==> config.mk <==
export PLATFORM = sky130hd
export DESIGN_NAME = fifo_sync_gen
export DESIGN_NICKNAME = d
export VERILOG_FILES = /design/src/rtl/fifo_sync_pkg.sv /design/src/rtl/fifo_sync_ram.sv /design/src/rtl/fifo_sync_gen.sv
export SDC_FILE = /design/constraint.sdc
export NUM_CORES = 1
export LEC_CHECK = 0
export ABC_CLOCK_PERIOD_IN_PS = 2400
export BUFFER_PORTS_ARGS = -buffer_cell sky130_fd_sc_hd__buf_2
export CAP_MARGIN = 30
export CORE_ASPECT_RATIO = 0.5
export CORE_MARGIN = 2
export CORE_UTILIZATION = 38
export CTS_CLUSTER_SIZE = 8
export DETAILED_ROUTE_END_ITERATION = 10
export GPL_TIMING_DRIVEN = 1
export PLACE_DENSITY = 0.56
export SYNTH_ARGS = -nofsm -noshare
export SYNTH_HDL_FRONTEND = slang
export SYNTH_SLANG_ARGS = --single-unit
==> constraint.sdc <==
create_clock -name clk -period 2.4 [get_ports clk]
set_input_delay 0.12 -clock clk [delete_from_list [all_inputs] [get_ports clk]]
set_output_delay 0.12 -clock clk [all_outputs]
set_load 0.02 [all_outputs]
==> src/rtl/fifo_sync_pkg.sv <==
// fifo_sync_pkg: default parameters and count-width helper for fifo_sync_gen
// Holds constants and a pure function only; no state.
package fifo_sync_pkg;
  localparam int DEF_DATA_W = 8;
  localparam int DEF_ADDR_W = 3;
  localparam int DEF_AFULL_TH = 6;
  localparam int DEF_AEMPTY_TH = 2;
  function automatic int cnt_w(input int addr_w);
    return addr_w + 1;
  endfunction
endpackage

==> src/rtl/fifo_sync_ram.sv <==
// fifo_sync_ram: simple dual-port storage, DATA_W x 2**ADDR_W, synchronous write
// Ports: clk; we/waddr/wdata write port; raddr/rdata read port.
// Default build: registered read on re, rdata cleared by rst.
// FIFO_SYNC_FWFT_EN: asynchronous read, rst/re ports absent.
module fifo_sync_ram #(
  parameter int DATA_W = 8,
  parameter int ADDR_W = 3
) (
  input  logic              clk,
`ifndef FIFO_SYNC_FWFT_EN
  input  logic              rst,
  input  logic              re,
`endif
  input  logic              we,
  input  logic [ADDR_W-1:0] waddr,
  input  logic [DATA_W-1:0] wdata,
  input  logic [ADDR_W-1:0] raddr,
  output logic [DATA_W-1:0] rdata
);
  logic [DATA_W-1:0] mem [2**ADDR_W];
  always_ff @(posedge clk)
    if (we) mem[waddr] <= wdata;
`ifdef FIFO_SYNC_FWFT_EN
  assign rdata = mem[raddr];
`else
  always_ff @(posedge clk)
    if (rst) rdata <= '0;
    else if (re) rdata <= mem[raddr];
`endif
endmodule

==> src/rtl/fifo_sync_gen.sv <==
// fifo_sync_gen: synchronous FIFO with occupancy flags and sticky error flags
// Ports: clk, rst (sync, active-high); wre/din write; rde/dout read;
// full/empty/afull/aempty/count occupancy (state after the edge); ovf/udf sticky errors.
// Macro FIFO_SYNC_FWFT_EN selects first-word fall-through; default is one-cycle read latency.
import fifo_sync_pkg::*;
module fifo_sync_gen #(
  parameter int DATA_W = DEF_DATA_W,
  parameter int ADDR_W = DEF_ADDR_W,
  parameter int AFULL_TH = DEF_AFULL_TH,
  parameter int AEMPTY_TH = DEF_AEMPTY_TH
) (
  input  logic                clk,
  input  logic                rst,
  input  logic                wre,
  input  logic                rde,
  input  logic [DATA_W-1:0]   din,
  output logic [DATA_W-1:0]   dout,
  output logic                full,
  output logic                empty,
  output logic                afull,
  output logic                aempty,
  output logic [ADDR_W:0]     count,
  output logic                ovf,
  output logic                udf
);
  localparam int CW = cnt_w(ADDR_W);
  logic [CW-1:0] wptr, rptr;
  logic we, re;
  logic [DATA_W-1:0] rdata;
  // Extra pointer MSB distinguishes full from empty when the low bits match.
  assign full = (wptr[ADDR_W] != rptr[ADDR_W]) && (wptr[ADDR_W-1:0] == rptr[ADDR_W-1:0]);
  assign empty = wptr == rptr;
  assign count = wptr - rptr;
  assign afull = count >= CW'(AFULL_TH);
  assign aempty = count <= CW'(AEMPTY_TH);
  assign we = wre && !full && !rst;
  assign re = rde && !empty && !rst;
  always_ff @(posedge clk)
    if (rst) begin
      wptr <= '0;
      rptr <= '0;
      ovf <= 1'b0;
      udf <= 1'b0;
    end else begin
      wptr <= wptr + CW'(we);
      rptr <= rptr + CW'(re);
      ovf <= ovf | (wre & full);
      udf <= udf | (rde & empty);
    end
  fifo_sync_ram #(.DATA_W(DATA_W), .ADDR_W(ADDR_W)) u_ram (
    .clk(clk),
`ifndef FIFO_SYNC_FWFT_EN
    .rst(rst),
    .re(re),
`endif
    .we(we),
    .waddr(wptr[ADDR_W-1:0]),
    .wdata(din),
    .raddr(rptr[ADDR_W-1:0]),
    .rdata(rdata)
  );
`ifdef FIFO_SYNC_FWFT_EN
  assign dout = empty ? '0 : rdata;
`else
  assign dout = rdata;
`endif
endmodule
==> metrics.csv <==
stage,metric,value,unit
critical_path,max_stage_delay,0.52,ns
sta,layout_worst_path_cycle_share,89.40,%
critical_path,reg2reg_depth,7,
finish,finalNetCount,265,
synth,synth_common_cells,"edfxtp_1, nand2_1, dfxtp_1",
finish,synthToLayoutAreaGrowth,18.26,%
drt,drc,0,
synth,synth_top_area_share,58.56,%
global_route,antenna_found_initial,0,
power_and_ir_drop,power.density,785.4,mW/mm^2
critical_path,path_depth,7,
floorplan,die_width,135.4,um
critical_path,crit_type,reg2reg,
clocking,clkTransAtPathRegs,0.06,ns
sta,setup_slack,0.2543,ns
synth,async_reset_ff_share,0,%
synth,synth_edf_count,64,
synth,yosysTopAreaCell,edfxtp_1,
outcome,outcome,"finished, final reports clean",
global_route,grt_first_pass_wirelength,10870,um
clocking,insertion_delay,0.33,ns
clocking,cts_buffers,9,
synth,syn_area_per_cell,16.33,um^2
placed_design,gp_congestion,0.8023,
synth,netlist_instances,201,
clocking,cts_tree,done,
floorplan,ios,30,
finish,instances_no_fill,362,
floorplan,start_util,40.02,%
critical_path,crit_chain,"ha_1, nand3_1, o21ai_1, nor2_2, ha_1, ha_1, nor2b_1",
placed_design,dp_slack,0.2414,ns
drt,routed_wl,7106,um
finish,antenna_cells,0,
clocking,htree_num_levels,3,
worst_hold_path,hold_path_depth,3,
clocking,post_cts_resized,0,
power_and_ir_drop,p_leak,1.425,nW
synth,yosysSeqAreaShare,69.54,%
finish,seqCellArea,0.002282,mm^2
finish,multi_input_area,932.1,um^2
drt,route.vias.total,1852,
sta,rsz0062_at_grt,no,
finish,fillCellCount,701,
power_and_ir_drop,peakVddDrop,0.4028,mV
clocking,hold_buffers,0,
placed_design,hpwl,5075,um
drt,wire_per_inst,19.63,um
sta,fmax,0.4661,GHz
floorplan,fp.dieH,69.72,um
critical_path,cp_slowest_cell,dfxtp_1,
critical_path,worstSetupStartpointType,register,
synth,synthTopCellsByArea,"edfxtp_1, dfxtp_1, mux4_2",
drt,vias_per_cell,5.116,
synth,syn_nets,221,
placed_design,post-place-cells,346,
floorplan,rows,23,
sta,min_period,2.146,ns
global_route,track_usage,16.30,%
synth,ys_seq_elements,82,
critical_path,cp_top_family,adder cells,
clocking,clockRootBuffer,clkbuf_16,
critical_path,crit_buf_inv,0,
sta,tns,0,ns
critical_path,path_common_cell,ha_1,
critical_path,endpoint_kind,register,
floorplan,die_area,0.009441,mm^2
critical_path,cp.arrival,2.36,ns
finish,utilization,47.32,%
clocking,post-cts-setup-buffers,0,
synth,yosys_most_used_dff,edfxtp_1,
flow_run,drv_cap,0,
sta,skew,0.008666,ns
placed_design,io_buffers,29,
sta,max-slew-margin-rel,61.24,%
global_route,grt_pass1_vias,1798,
drt,dr.pass1.iters,4,
critical_path,cp.required,2.62,ns
clocking,clkSinkCount,82,
synth,synth-warning-count,0,
sta,drv_slew,0,
global_route,grt_max_degree,19,
sta,setup_violations,0,
synth,yosysMostFrequentCell,edfxtp_1,
synth,syn_area,0.003282,mm^2
floorplan,core,0.008202,mm^2
clocking,cts_buffer_depth,2,
drt,ant_nets,0,
synth,ys_types,29,
worst_hold_path,hold_path_class,in2reg,
sta,hold_viol,0,
critical_path,critPathMaxFanout,9,
global_route,grt-ovfl-total,0,
finish,drive_gt1_share,29.20,%
drt,drt-initial-drc-count,172,
sta,tightest_slew,0.5802,ns
## routing by layer
metal	vias to the layer above	part of all wire (%)	track usage, %
li1	843	-	-
met1	939	51	25.84
met2	64	41	21.43
met3	6	7.6	4.678
met4	0	0.86	4.514
met5	-	0	0
## area by class of cell
cell class	instances	share of cell area [%]
Sequential cell	82	58.80
Multi-Input combinational cell	106	24.02
Timing Repair Buffer	40	5.867
Clock buffer	9	5.803
Tap cell	112	3.611
Clock inverter	7	1.322
Inverter	6	0.5803
## cell families after synthesis
logic type	share of synthesized area (%)
XOR/XNOR	1.830
adder cells (fa/ha/maj)	3.279
AO/OA/AOI/OAI	3.698
multiplexers	11.44
AND/OR/NAND/NOR	7.854
buffers and inverters	2.364
flip-flops	69.54
## cells in the final DEF, fill, tap and decap left out, drive strengths merged, types with 4 or more instances in the layout
cell type | Yosys | final
mux4 | 16 | 16
a22o | 8 | 8
ha | 7 | 7
edfxtp | 64 | 64
nand2 | 28 | 28
a21oi | 4 | 4
clkbuf | 1 | 9
dfxtp | 18 | 18
inv | 6 | 9
buf | 6 | 40
nor2 | 15 | 15
xor2 | 4 | 4
nor2b | 7 | 7
## tightest hold or removal path, stage by stage
cell     delay, ns
buf_2         0.09
a21oi_1       0.06
nor2_1        0.07
## flip-flops by register name, summed over array words and instances (netlist names)
register and flops:
rptr 4, udf 1, u_ram.rdata 8, u_ram.mem 64
ovf 1, wptr 4
## final timing paths
path                         end  slack [ns]      startpoint
hold reg to reg   u_ram.rdata[4]        0.47  u_ram.rdata[4]
setup reg to reg         rptr[1]        0.25         wptr[1]
hold / removal               ovf        0.04             wre
setup / recovery         rptr[1]        0.25         wptr[1]
## power by group
part	switching [W]	total, W	internal [W]
Combinational	0.000134	0.000217	0.0000832
Sequential	0.0000126	0.00157	0.00156
Clock	0.000556	0.00126	0.000707
Total	0.000703	0.00305	0.00235
## through the flow
| stage | total power [W] | cell area, um^2 | hold WS (ns) |
|---|---|---|---|
| detailed placement | 0.001818 | 3605 | 0.3818 |
| floorplan | 0.001739 | 3292 | 0.2189 |
| CTS | 0.003075 | 3881 | 0.03580 |
| global placement | 0.001816 | 3605 | 0.3664 |
| global route | 0.003152 | 3881 | 0.04396 |
| finish | 0.003048 | 3881 | 0.04233 |
(Power assumes the default switching activity.)
